### src/rtl/rect_compositor.sv
// rtl/rect_compositor.sv - rectangle overlay compositor with shadowed registers, blink and a 2-stage RGB565 pipeline
// Lowest-index enabled rectangle covering the pixel wins; otherwise the background colour is shown.
module rect_compositor #(
  parameter int NUM_RECTS    = 4,
  parameter int COORD_W      = 16,
  parameter int BLINK_FRAMES = 30
) (
  input  logic                              PixelClk,
  input  logic                              Reset,
  input  logic [COORD_W-1:0]                PixelCount,
  input  logic [COORD_W-1:0]                LineCount,
  input  logic                              DeIn,
  input  logic                              FrameSync,
  input  logic                              WrEn,
  input  logic [$clog2(NUM_RECTS+1)+2:0]    WrAddr,
  input  logic [15:0]                       WrData,
  output logic [4:0]                        LCD_R,
  output logic [5:0]                        LCD_G,
  output logic [4:0]                        LCD_B,
  output logic                              DeOut
);

  localparam int IW = $clog2(NUM_RECTS+1);
  localparam int CW = $clog2(BLINK_FRAMES+1);

  logic [IW-1:0] wr_idx;
  logic [2:0]    wr_fld;
  assign wr_idx = WrAddr[IW+2:3];
  assign wr_fld = WrAddr[2:0];

  logic [COORD_W-1:0]   sh_x0_q [NUM_RECTS];
  logic [COORD_W-1:0]   sh_x1_q [NUM_RECTS];
  logic [COORD_W-1:0]   sh_y0_q [NUM_RECTS];
  logic [COORD_W-1:0]   sh_y1_q [NUM_RECTS];
  logic [15:0]          sh_col_q [NUM_RECTS];
  logic [NUM_RECTS-1:0] sh_en_q, sh_blink_q;
  logic [15:0]          sh_bg_q;

  logic [COORD_W-1:0]   act_x0_q [NUM_RECTS];
  logic [COORD_W-1:0]   act_x1_q [NUM_RECTS];
  logic [COORD_W-1:0]   act_y0_q [NUM_RECTS];
  logic [COORD_W-1:0]   act_y1_q [NUM_RECTS];
  logic [15:0]          act_col_q [NUM_RECTS];
  logic [NUM_RECTS-1:0] act_en_q, act_blink_q;
  logic [15:0]          act_bg_q;

  logic [CW-1:0]        blink_cnt_q;
  logic                 blink_phase_q;

  logic [NUM_RECTS-1:0] hit_d, hit_q;
  logic                 de1_q;
  logic [15:0]          rgb_d, rgb_q;
  logic                 de_out_q;

  // Active copy takes the pre-write shadow value when a write coincides with FrameSync.
  always_ff @(posedge PixelClk) begin
    if (Reset) begin
      for (int i = 0; i < NUM_RECTS; i++) begin
        sh_x0_q[i]   <= '0;
        sh_x1_q[i]   <= '0;
        sh_y0_q[i]   <= '0;
        sh_y1_q[i]   <= '0;
        sh_col_q[i]  <= '0;
        act_x0_q[i]  <= '0;
        act_x1_q[i]  <= '0;
        act_y0_q[i]  <= '0;
        act_y1_q[i]  <= '0;
        act_col_q[i] <= '0;
      end
      sh_en_q     <= '0;
      sh_blink_q  <= '0;
      act_en_q    <= '0;
      act_blink_q <= '0;
      sh_bg_q     <= '0;
      act_bg_q    <= '0;
    end else begin
      if (FrameSync) begin
        for (int i = 0; i < NUM_RECTS; i++) begin
          act_x0_q[i]  <= sh_x0_q[i];
          act_x1_q[i]  <= sh_x1_q[i];
          act_y0_q[i]  <= sh_y0_q[i];
          act_y1_q[i]  <= sh_y1_q[i];
          act_col_q[i] <= sh_col_q[i];
        end
        act_en_q    <= sh_en_q;
        act_blink_q <= sh_blink_q;
        act_bg_q    <= sh_bg_q;
      end
      if (WrEn) begin
        for (int i = 0; i < NUM_RECTS; i++) begin
          if (wr_idx == IW'(i)) begin
            case (wr_fld)
              3'd0: sh_x0_q[i]  <= WrData[COORD_W-1:0];
              3'd1: sh_x1_q[i]  <= WrData[COORD_W-1:0];
              3'd2: sh_y0_q[i]  <= WrData[COORD_W-1:0];
              3'd3: sh_y1_q[i]  <= WrData[COORD_W-1:0];
              3'd4: sh_col_q[i] <= WrData;
              3'd5: begin
                sh_en_q[i]    <= WrData[0];
                sh_blink_q[i] <= WrData[1];
              end
              default: ;
            endcase
          end
        end
        if (wr_idx == IW'(NUM_RECTS) && wr_fld == 3'd0) sh_bg_q <= WrData;
      end
    end
  end

  always_ff @(posedge PixelClk) begin
    if (Reset) begin
      blink_cnt_q   <= '0;
      blink_phase_q <= 1'b0;
    end else if (FrameSync) begin
      if (blink_cnt_q == CW'(BLINK_FRAMES-1)) begin
        blink_cnt_q   <= '0;
        blink_phase_q <= ~blink_phase_q;
      end else begin
        blink_cnt_q <= blink_cnt_q + CW'(1);
      end
    end
  end

  always_comb begin
    hit_d = '0;
    for (int i = 0; i < NUM_RECTS; i++) begin
      hit_d[i] = act_en_q[i] && !(act_blink_q[i] && blink_phase_q) &&
                 (PixelCount >= act_x0_q[i]) && (PixelCount < act_x1_q[i]) &&
                 (LineCount  >= act_y0_q[i]) && (LineCount  < act_y1_q[i]);
    end
  end

  // Scan from the top index down so the lowest-index hit overwrites last.
  always_comb begin
    rgb_d = act_bg_q;
    for (int i = NUM_RECTS-1; i >= 0; i--) begin
      if (hit_q[i]) rgb_d = act_col_q[i];
    end
    if (!de1_q) rgb_d = '0;
  end

  always_ff @(posedge PixelClk) begin
    if (Reset) begin
      hit_q    <= '0;
      de1_q    <= 1'b0;
      rgb_q    <= '0;
      de_out_q <= 1'b0;
    end else begin
      hit_q    <= hit_d;
      de1_q    <= DeIn;
      rgb_q    <= rgb_d;
      de_out_q <= de1_q;
    end
  end

  assign LCD_R = rgb_q[15:11];
  assign LCD_G = rgb_q[10:5];
  assign LCD_B = rgb_q[4:0];
  assign DeOut = de_out_q;

endmodule

### config.mk
export PLATFORM = sky130hd
export DESIGN_NAME = rect_compositor
export DESIGN_NICKNAME = d
export VERILOG_FILES = /design/src/rtl/rect_compositor.sv
export SDC_FILE = /design/constraint.sdc
export NUM_CORES = 1
export LEC_CHECK = 0
export ABC_AREA = 1
export CORE_ASPECT_RATIO = 1.75
export CORE_MARGIN = 2
export CORE_UTILIZATION = 50
export DETAILED_ROUTE_END_ITERATION = 16
export HOLD_SLACK_MARGIN = 0.08
export PLACE_DENSITY = 0.77
export SETUP_SLACK_MARGIN = 0.02
export SLEW_MARGIN = 20
export SYNTH_ARGS = -nofsm -noshare
export SYNTH_HDL_FRONTEND = slang
export SYNTH_SLANG_ARGS = --single-unit
### constraint.sdc
create_clock -name PixelClk -period 5.98 [get_ports PixelClk]
set_input_delay 0.897 -clock PixelClk [delete_from_list [all_inputs] [get_ports PixelClk]]
set_output_delay 0.897 -clock PixelClk [all_outputs]
set_load 0.05 [all_outputs]
* Yosys cells after proc, flatten, opt, wreduce, memory -nomap -nowiden
Memory sizes are Yosys's and may differ from the RTL's.
Cells that the tools add are included.
** Cells by class
- Add/sub/neg operators :: 1
- $lt $le $gt $ge :: 16
- Equality and inequality tests :: 10
- Mux-type cells :: 135
- Bitwise gates (word level) :: 42
- Reductions and logical operators :: 38
** Operators with widths (number)
- 16-bit 2-to-1 mux :: 44
- 16-bit >= comparator :: 8
- 16-bit < comparator :: 8
- 1-bit 2-to-1 mux :: 90
- 1-bit bitwise OR :: 40
- 1-bit logical AND :: 25
- 3-bit by 2-bit == test with 1-bit output, second input constant :: 4
- 3-bit AND reduction :: 4
- 3-bit == test, second input constant :: 3
- 3-bit by 1-bit == test with 1-bit output, second input constant :: 2
- 3-bit zero test :: 2
- 5-bit by 1-bit adder with 5-bit output, second input constant :: 1
- 5-bit == test, second input constant :: 1
- 5-bit 2-to-1 mux :: 1
- 1-bit zero test :: 4
- 2-bit AND reduction :: 2
- 1-bit NOT :: 2
- 2-bit OR reduction :: 1
** Storage, ports and cells
- Bits in registers :: 76
- Memory bits (writable) :: 640
- Output and inout port bits :: 17
- Memories kept :: 10
** Memory list
- act_col_q :: depth 4, width 16, rd ports 4, clocked after Yosys merged registers in 0, wr ports 4, line 43 : logic [15:0] act_col_q [NUM_RECTS];
- act_x0_q :: depth 4, width 16, rd ports 4, clocked after Yosys merged registers in 0, wr ports 4, line 39 : logic [COORD_W-1:0] act_x0_q [NUM_RECTS];
- act_x1_q :: depth 4, width 16, rd ports 4, clocked after Yosys merged registers in 0, wr ports 4, line 40 : logic [COORD_W-1:0] act_x1_q [NUM_RECTS];
- act_y0_q :: depth 4, width 16, rd ports 4, clocked after Yosys merged registers in 0, wr ports 4, line 41 : logic [COORD_W-1:0] act_y0_q [NUM_RECTS];
- act_y1_q :: depth 4, width 16, rd ports 4, clocked after Yosys merged registers in 0, wr ports 4, line 42 : logic [COORD_W-1:0] act_y1_q [NUM_RECTS];
- sh_col_q :: depth 4, width 16, rd ports 4, clocked after Yosys merged registers in 0, wr ports 4, line 35 : logic [15:0] sh_col_q [NUM_RECTS];
- 4 more memories

* Logic depth before layout (Yosys ltp)
- Depth in word-level cells :: 7
- Depth in mapped cells :: 13
- Mapped depth without buffers :: 13

* Worst setup path after synthesis
OpenSTA, ideal clock, no wires.
- Kind :: input to register
- Start point :: in Reset
- End point :: mem act_col_q[0][0], enable pin
- Setup time :: 0.544 ns
- Data arrival time :: 5.215 ns
- Setup slack :: 0.221 ns
- Stages :: 4
- Path buffers :: 2
- Path through :: clkinv_1 -> buf_2 -> nand2_1 -> buf_2
** RTL lines
- start: declaration :: line 9 : input logic Reset,
- end: declaration :: line 43

==> qor.yml <==
synth_area_leader_cell: "edfxtp_1"
die_h_um: 345
worst_pin_slew_ps: 1130
crit_type: "in -> reg"
cts-root-buf: "clkbuf_16"
synth_flop_cell: "edfxtp_1"
synth-seq-cells: 716
clkPwrFrac_pct: 35.5
die-area_sq_um: 68700
drive_above_1_share_pct: 3.78
dpl-instance-area_sq_um: 35000
fin_nets: 3645
maxSlewViolCount: 0
syn_nets: 3589
start_util_pct: 50.3
pwr-share-seq_pct: 55.6
cp-end-kind: "flip-flop"
min_path_type: "reg -> reg"
drc: 0
slew-limit-headroom_pct: 24.0
max_stage_delay_ps: 740
syn_to_final_growth_pct: 10.5
final_area_sq_um: 36800
tns_ps: 0
hpwl_um: 49300
cts_hold_buffers: 0
syn_area_sq_um: 33300
cts_buffers: 57
leakagePower_nw: 16.3
synthTopCellsByArea: "edfxtp_1, ha_1, nor2_1, inv_1, dfxtp_1"
worst-path-buf-inv: 4
cap_viol_max_count: 0
cts_num_sinks: 716
clk_path_buf_depth: 3
synth-async-reset-ratio_pct: 0
finalSetupViolCount: 0
grt_pass1_vias: 21608
synth_warnings: 0
grt_pass1_wl_um: 114000
gp_congestion: 0.838
drt_wl_total_um: 74000
switching_share_pct: 23.3
netlist.area_leader.share_pct: 57.8
vias_per_cell: 5.10
status: "finished clean"
syn_area_per_cell_sq_um: 10.1
rsz0062_at_grt: "false"
ant_nets: 0
io_pins: 76
ir_worst_vdd_mv: 0.217
drtIter0Drc: 1679
antenna_found_initial: 1
fin_crit_ps: 3080
cts_setup_buffers: 0
track_usage_pct: 21.9
post_drt_wl_per_cell_um: 17.3
yosysMostFrequentCell: "nor2_1"
firstDrtPassIters: 5
grt_overflow: 0
die_x_um: 199
switchingPower_w: 0.00243
crit_chain: "clkdlybuf4s50_1 -> inv_1 -> nor2_2 -> inv_8 -> buf_4 -> nor2_1"
slowest_stage: "inv_8"
power.density_nw_per_um2: 282
ctsResizeCount: 0
ys_top_cells_by_count: "nor2_1, inv_1, edfxtp_1"
final.fill_count: 5313
hold_violations: 0
clkTransAtPathRegs_ps: 70
p_int_w: 0.00796
antennaDiodeCount: 0
cp_max_fo: 187
max_freq_mhz: 325
via_count: 21780
post_synth_inst_count: 3280
ctsHtreeMaxLevel: 2
cp.arrival_ps: 3430
coreArea_sq_um: 66200
post-route-period-util_pct: 51.5
critPathLaunchType: "primary input"
critPathTopFamily: "buffers and inverters"
cts_tree: "yes"
required_ps: 6330
io_buffers: 75
synth-edff-count: 640
clock_latency_ps: 630
rows: 125
yosysSeqAreaShare_pct: 62.3
yosysUniqueCellTypes: 28
p_comb_share_pct: 8.9
skew_ps: 22.8
grt_max_degree: 188
[state kept, by name, summed over array words and instances (netlist names), 5 cells and up]
signal	count
act_y1_q	64
act_x1_q	64
act_bg_q	16
sh_x0_q	64
sh_bg_q	16
act_y0_q	64
act_x0_q	64
sh_col_q	64
sh_y1_q	64
sh_x1_q	64
rgb_q	16
blink_cnt_q	5
act_col_q	64
sh_y0_q	64
[worst paths after layout]
path                         startpoint                            to  slack, ps  cells after the start
max                           FrameSync  act_y0_q[2][4]$_SDFFCE_PN0P_       2900                      6
min          sh_blink_q[0]$_SDFFE_PP0P_   act_blink_q[0]$_SDFFE_PP0P_        440                      2
max reg2reg         hit_q[3]$_SDFF_PP0_          rgb_q[14]$_SDFF_PP0_       3810                      5
min reg2reg  sh_blink_q[0]$_SDFFE_PP0P_   act_blink_q[0]$_SDFFE_PP0P_        440                      2
[cell type report]
type / count / area [sq um] / share of cell area, %
Sequential cell: 716 / 20700 / 56.4
Multi-Input combinational cell: 1732 / 9370 / 25.5
Clock buffer: 82 / 1560 / 4.24
Inverter: 718 / 2700 / 7.35
Clock inverter: 26 / 233 / 0.633
Timing Repair Buffer: 111 / 1060 / 2.88
Tap cell: 889 / 1110 / 3.02
[metal layers]
metal / up-vias / track usage, % / part of all wire [%]
met5: - / 0 / 0.018
met4: 2 / 14.7 / 7.4
met3: 257 / 2.61 / 5.2
met2: 689 / 40.1 / 52
met1: 10308 / 23.3 / 35
li1: 10524 / - / -
[metrics by stage]
stage / setup WS (ps) / power, W / utilization (%) / hold slack, ps / std cells
floorplan: 221 / 0.00646 / - / 414 / 3280
global placement: 2380 / 0.00674 / 52.9 / 424 / 4166
detailed placement: 2320 / 0.00680 / 52.9 / 427 / 4166
CTS: 2980 / 0.0104 / 55.6 / 448 / 4274
global route: 2720 / 0.0107 / 55.6 / 469 / 4274
finish: 2900 / 0.0104 / 55.6 / 444 / 4274
[power by group through the flow]
stage	clock network, W	registers [W]	logic, W
2_1_floorplan	0	0.00589	0.000576
3_3_place_gp	0	0.00588	0.000865
3_5_place_dp	0	0.00589	0.000909
4_1_cts	0.00372	0.00578	0.000923
5_1_grt	0.00388	0.00580	0.00105
6_report	0.00369	0.00578	0.000921
[cells in the final DEF, fill, tap and decap left out, types with 21 or more instances in the layout]
master and n:
a21oi_1 151, buf_4 33, clkbuf_1 21, clkbuf_16 57, clkdlybuf4s50_1 75, dfxtp_1 75, edfxtp_1 640, ha_1 250
inv_1 714, nand2_1 350, nand3_1 59, nor2_1 735, nor3_1 25, o21ai_0 75
[worst reg2reg max path, cell delays in order (launching register included)]
cell and delay (ps):
dfxtp_1 1030, o21ai_0 330, mux2i_1 190, nor2_1 50, a21oi_1 270, a21oi_1 150
[cells by family (layout without fill, tap and decap cells)]
kind of cell / Yosys count / after routing / synth area share, %
buffers and inverters: 832 / 937 / 9.52
adders and majority gates: 250 / 250 / 9.40
muxes: 16 / 16 / 0.481
and+or+nand+nor: 1195 / 1195 / 14.0
DFF: 716 / 716 / 62.3
AOI/OAI and AO/OA: 270 / 270 / 4.21
xor gates and xnor gates: 1 / 1 / 0.0263
(Power assumes the default switching activity.)
